### src/rtl/regfile_access_ctrl.sv
// Register file access controller for the single-cycle core.
// After reset it clears x1..x(NREG-1) while stalling the core. It then passes
// core traffic through to the register file and shares the read and write
// ports with a debug requester through a req/ack handshake. A starvation
// counter forces a debug write through under continuous core writeback.
module regfile_access_ctrl #(
  parameter int XLEN         = 32,
  parameter int NREG         = 32,
  parameter int STARVE_LIMIT = 4
) (
  input  logic                      CLK,
  input  logic                      RST,
  // core side
  input  logic [$clog2(NREG)-1:0]   core_rs1,
  input  logic [$clog2(NREG)-1:0]   core_rs2,
  input  logic [$clog2(NREG)-1:0]   core_rd,
  input  logic [XLEN-1:0]           core_data,
  input  logic                      core_wr,
  output logic                      core_stall,
  output logic                      init_done,
  // debug side
  input  logic                      dbg_req,
  input  logic                      dbg_we,
  input  logic [$clog2(NREG)-1:0]   dbg_addr,
  input  logic [XLEN-1:0]           dbg_wdata,
  output logic                      dbg_ack,
  output logic [XLEN-1:0]           dbg_rdata,
  // register file side
  output logic [$clog2(NREG)-1:0]   ru_rs1,
  output logic [$clog2(NREG)-1:0]   ru_rs2,
  output logic [$clog2(NREG)-1:0]   ru_rd,
  output logic [XLEN-1:0]           ru_datawr,
  output logic                      ru_wr,
  input  logic [XLEN-1:0]           ru_rs1_data
);

  localparam int AW = $clog2(NREG);
  localparam int SW = $clog2(STARVE_LIMIT + 1);
  localparam logic [AW-1:0] IDX_FIRST  = AW'(1);
  localparam logic [AW-1:0] IDX_LAST   = AW'(NREG - 1);
  localparam logic [AW-1:0] REG_ZERO   = AW'(0);
  localparam logic [SW-1:0] STARVE_MAX = SW'(STARVE_LIMIT);

  typedef enum logic [1:0] {
    ST_INIT = 2'd0,
    ST_RUN  = 2'd1,
    ST_ACK  = 2'd2
  } state_t;

  state_t          state_r;
  state_t          state_nxt_s;
  logic [AW-1:0]   idx_r;
  logic [AW-1:0]   idx_nxt_s;
  logic [SW-1:0]   starve_r;
  logic [SW-1:0]   starve_nxt_s;
  logic            dbg_ack_r;
  logic [XLEN-1:0] dbg_rdata_r;
  logic            init_done_r;
  logic            grant_s;
  logic            rd_grant_s;
  logic            core_wb_s;

  assign dbg_ack   = dbg_ack_r;
  assign dbg_rdata = dbg_rdata_r;
  assign init_done = init_done_r;

  // Next-state, debug arbitration and register file port steering.
  always_comb begin
    state_nxt_s  = state_r;
    idx_nxt_s    = idx_r;
    starve_nxt_s = starve_r;
    grant_s      = 1'b0;
    rd_grant_s   = 1'b0;
    core_wb_s    = core_wr && (core_rd != REG_ZERO);
    ru_rs1       = core_rs1;
    ru_rs2       = core_rs2;
    ru_rd        = core_rd;
    ru_datawr    = core_data;
    ru_wr        = core_wb_s;
    core_stall   = 1'b0;

    case (state_r)
      ST_INIT: begin
        // Clear sequence: one register per cycle, debug requests ignored.
        ru_rd      = idx_r;
        ru_datawr  = {XLEN{1'b0}};
        ru_wr      = 1'b1;
        core_stall = 1'b1;
        idx_nxt_s  = idx_r + AW'(1);
        if (idx_r == IDX_LAST) begin
          state_nxt_s = ST_RUN;
        end else begin
          state_nxt_s = ST_INIT;
        end
      end
      ST_RUN: begin
        if (dbg_req) begin
          if (!dbg_we) begin
            // Reads always win: stall the core and borrow the rs1 port.
            grant_s    = 1'b1;
            rd_grant_s = 1'b1;
            core_stall = 1'b1;
            ru_rs1     = dbg_addr;
            ru_wr      = 1'b0;
          end else if (!core_wb_s || (starve_r == STARVE_MAX)) begin
            // Free write port, or the debug write has waited long enough.
            grant_s    = 1'b1;
            core_stall = core_wb_s;
            ru_rd      = dbg_addr;
            ru_datawr  = dbg_wdata;
            ru_wr      = (dbg_addr != REG_ZERO);
          end else begin
            // Core writeback keeps the port; remember the denial.
            starve_nxt_s = starve_r + SW'(1);
          end
        end else begin
          starve_nxt_s = starve_r;
        end
        if (grant_s) begin
          starve_nxt_s = {SW{1'b0}};
          state_nxt_s  = ST_ACK;
        end else begin
          state_nxt_s  = ST_RUN;
        end
      end
      ST_ACK: begin
        // Passthrough only; the request is being withdrawn this cycle.
        state_nxt_s = ST_RUN;
      end
      default: begin
        ru_wr       = 1'b0;
        core_stall  = 1'b1;
        state_nxt_s = ST_INIT;
        idx_nxt_s   = IDX_FIRST;
      end
    endcase

    // Reset dominates: no writes, core held, nothing granted.
    if (RST) begin
      ru_wr      = 1'b0;
      core_stall = 1'b1;
      grant_s    = 1'b0;
      rd_grant_s = 1'b0;
    end else begin
      grant_s    = grant_s;
      rd_grant_s = rd_grant_s;
    end
  end

  // State, clear index, starvation counter and registered debug outputs.
  always_ff @(posedge CLK) begin
    if (RST) begin
      state_r     <= ST_INIT;
      idx_r       <= IDX_FIRST;
      starve_r    <= {SW{1'b0}};
      dbg_ack_r   <= 1'b0;
      dbg_rdata_r <= {XLEN{1'b0}};
      init_done_r <= 1'b0;
    end else begin
      state_r   <= state_nxt_s;
      idx_r     <= idx_nxt_s;
      starve_r  <= starve_nxt_s;
      dbg_ack_r <= grant_s;
      if (rd_grant_s) begin
        dbg_rdata_r <= ru_rs1_data;
      end
      if ((state_r == ST_INIT) && (state_nxt_s == ST_RUN)) begin
        init_done_r <= 1'b1;
      end
    end
  end

endmodule

### config.mk
export PLATFORM = sky130hd
export DESIGN_NAME = regfile_access_ctrl
export DESIGN_NICKNAME = d
export VERILOG_FILES = /design/src/rtl/regfile_access_ctrl.sv
export SDC_FILE = /design/constraint.sdc
export NUM_CORES = 1
export LEC_CHECK = 0
export CAP_MARGIN = 15
export CORE_MARGIN = 8
export CORE_UTILIZATION = 27
export DETAILED_ROUTE_END_ITERATION = 8
export GPL_TIMING_DRIVEN = 0
export MAX_ROUTING_LAYER = met4
export PLACE_DENSITY = 0.65
export SLEW_MARGIN = 20
export SYNTH_ARGS = -nofsm -noshare
export SYNTH_HDL_FRONTEND = slang
export SYNTH_SLANG_ARGS = --single-unit
### constraint.sdc
create_clock -name CLK -period 4 [get_ports CLK]
set_input_delay 1.2 -clock CLK [delete_from_list [all_inputs] [get_ports CLK]]
set_output_delay 1.2 -clock CLK [all_outputs]
set_load 0.02 [all_outputs]
==> results_dict.tcl <==
set metrics [dict create \
    fin_ws_ns 0.05159 \
    cts_tree "built" \
    hp-class "flop to flop" \
    crit_top_cell "buf_12" \
    numCtsBuffers 5 \
    hold_viol 0 \
    slew_headroom_pct 66.96 \
    synth-seq-cells 44 \
    routabilityCongestion 0.8552 \
    antenna_found_initial 0 \
    grt_max_degree 20 \
    synth.distinct_cells 43 \
    grt_setup_unrepaired "true" \
    drtIter0Drc 143 \
    cts_num_sinks 44 \
    grt_overflow 0 \
    power_leakage_nw 1.981 \
    yosys.area.top_type "dfxtp_1" \
    core_area_um2 9774 \
    cts.clk_slew.worst_paths_ns 0.08 \
    worstPathRequired_ns 2.80 \
    synthCells 379 \
    synthTopCellsByArea "dfxtp_1 (32%), nand2_1 (17%), mux2i_1 (12%)" \
    post-route-util_pct 51.22 \
    dp_hpwl_um 9372 \
    initial_core_util_pct 27.88 \
    grt_pass1_vias 3373 \
    chipWidth_um 116.5 \
    status "complete, no violations" \
    drt_first_pass_iters 4 \
    path_cells "buf_6 > or3_4 > o21ai_4 > and4_4 > buf_12 > buf_12 > mux2i_1 > buf_2" \
    htree_levels 2 \
    yosys_warnings 0 \
    worst_slew_pin_slew_ns 0.4956 \
    fp-row-count 36 \
    seq_area_frac_synth_pct 32.32 \
    syn_area_um2 2725 \
    cpPeakStageDelay_ns 0.41 \
    die_h_um 116.5 \
    numPortBuffers 197 \
    n_antenna_cell 0 \
    peakVddDrop_mv 0.1596 \
    wl_per_cell_um 15.97 \
    layout-drive-gt1-share_pct 12.73 \
    grtUsageTotal_pct 16.43 \
    worstSetupPathType "input port to primary output" \
    dieArea_um2 13560 \
    synth_top_area_share_pct 32.32 \
    routed_wl_um 11530 \
    period_needed_ns 3.948 \
    power_mw 0.9735 \
    period_share_pct 98.71 \
    root_buffer "clkbuf_8" \
    worstPathArrival_ns 2.75 \
    syn2layout_area_growth_pct 83.70 \
    syn-mean-instance-area_um2 7.190 \
    vias 3295 \
    clockBufferDepth 2 \
    nets 717 \
    crit_slowest_cell "or3_4" \
    critPathLaunchType "input port" \
    path_max_fanout 8 \
    post-route-drc-count 0 \
    final_antenna_net_count 0 \
    max_freq_mhz 253.3 \
    drv_cap 0 \
    ioPinCount 204 \
    vias_per_cell 4.564 \
    clock-skew-final_ns 0.006837 \
    synth_fp_nets 508 \
    drv_slew 0 \
    dpl_cell_area_um2 4863 \
    finish.instance_area_um2 5006 \
    finalSetupViolations 0 \
    power_density_nw_per_um2 194.5 \
    cp-end-kind "primary output" \
    place_ws_ns -0.9559 \
    grt_pass1_wl_um 17250 \
    clk_latency_ns 0.29 \
]
## cells in the mapped netlist, drive strengths merged
| library cell | number |
|---|---|
| a21boi | 3 |
| a21o | 1 |
| a21oi | 42 |
| a22oi | 5 |
| and2 | 2 |
| and3 | 1 |
| and4 | 1 |
| buf | 10 |
| clkbuf | 18 |
| dfxtp | 44 |
| ha | 8 |
| inv | 38 |
| mux2i | 33 |
| nand2 | 124 |
| nand2b | 2 |
| nand3 | 1 |
| nand3b | 1 |
| nand4 | 7 |
| nor2 | 10 |
| nor2b | 3 |
| nor3 | 2 |
| nor3b | 2 |
| nor4 | 1 |
| o2111ai | 1 |
| o211a | 1 |
| o211ai | 5 |
| o21ai | 5 |
| o21bai | 1 |
| o22ai | 1 |
| o2bb2ai | 1 |
| o311ai | 1 |
| or2 | 2 |
| or3 | 2 |
## repair_timing
action,in CTS,in global routing
setup endpoints to repair,44,31
resized for setup,192,13
pin swaps,4,3
setup buffers,4,1
cloned,2,1
hold buffers,0,0
## final timing paths
| kind | start | endpoint | slack, ns | cells after the start |
|---|---|---|---|---|
| worst max register to register | state_r[1] | dbg_rdata[0] | 2.06 | 8 |
| worst min-delay path | dbg_rdata[23] | dbg_rdata[23] | 0.46 | 2 |
| worst max-delay path | core_rd[1] | ru_datawr[20] | 0.05 | 8 |
| worst min register to register | dbg_rdata[23] | dbg_rdata[23] | 0.46 | 2 |
## routing by layer
metal,share of wire [%],vias up,GRT usage [%]
met5,0,-,-
met4,0.80,0,2.766
met3,9.2,9,4.550
met2,49,134,29.97
met1,41,1507,17.53
li1,-,1645,-
## layout make-up
cell class	instances	area (um^2)
Sequential cell	44	880.8
Multi-Input combinational cell	269	1564
Clock buffer	6	72.57
Clock inverter	2	35.03
Timing Repair Buffer	204	1956
Tap cell	133	166.4
Inverter	38	142.6
Fill cell	964	4768
Buffer	26	188.9
## kinds of logic after synthesis
family	count (synthesis)	synth area share [%]
muxes	33	12.12
DFF	44	32.32
and+or+nand+nor	161	25.12
AOI/OAI and AO/OA	67	14.74
buffers and inverters	66	12.03
adders and majority gates	8	3.673
## metrics by stage
stage	TNS, ns	hold WS [ns]	cells
6_report	0	0.4565	722
2_1_floorplan	0	0.4486	379
3_3_place_gp	-34.21	0.4407	709
5_1_grt	0	0.4770	722
4_1_cts	-0.08646	0.4579	721
3_5_place_dp	-35.39	0.4459	709
## placed cells by master (no fill, tap or decap), types with 2 or more instances in the layout
cell type	n
a21oi_1	42
a22oi_1	5
buf_12	5
buf_2	15
buf_4	24
buf_6	4
clkbuf_1	17
clkbuf_2	3
clkbuf_8	5
clkdlybuf4s15_1	5
clkdlybuf4s15_2	3
clkdlybuf4s50_1	145
dfxtp_1	44
dlygate4sd2_1	5
dlymetal6s2s_1	3
ha_1	8
inv_1	38
mux2i_1	30
mux2i_2	2
nand2_1	123
nand2b_1	2
nand4_1	7
nor2_1	9
nor2b_1	3
nor3_1	2
nor3b_1	2
o211ai_1	5
o21ai_0	2
o21ai_1	2
## power breakdown
group	total [mW]	leakage, nW	switching [mW]	internal (mW)
clock	0.330	0.0552	0.145	0.185
sequential	0.445	0.355	0.00420	0.441
combinational	0.198	1.57	0.0674	0.130
total	0.974	1.98	0.216	0.757
## flip-flops by register name, indices dropped and copies added (netlist names)
| signal | flops |
|---|---|
| dbg_ack | 1 |
| starve_r | 3 |
| dbg_rdata | 32 |
| state_r | 2 |
| init_done | 1 |
| idx_r | 5 |
## worst max-delay path: cells and delay by family
family	cells	cell delay, ns
AO/OA/AOI/OAI	1	0.14
buffers and inverters	4	0.57
multiplexers	1	0.19
AND/OR/NAND/NOR	2	0.65
No activity file was read; power rests on OpenSTA's default activity.
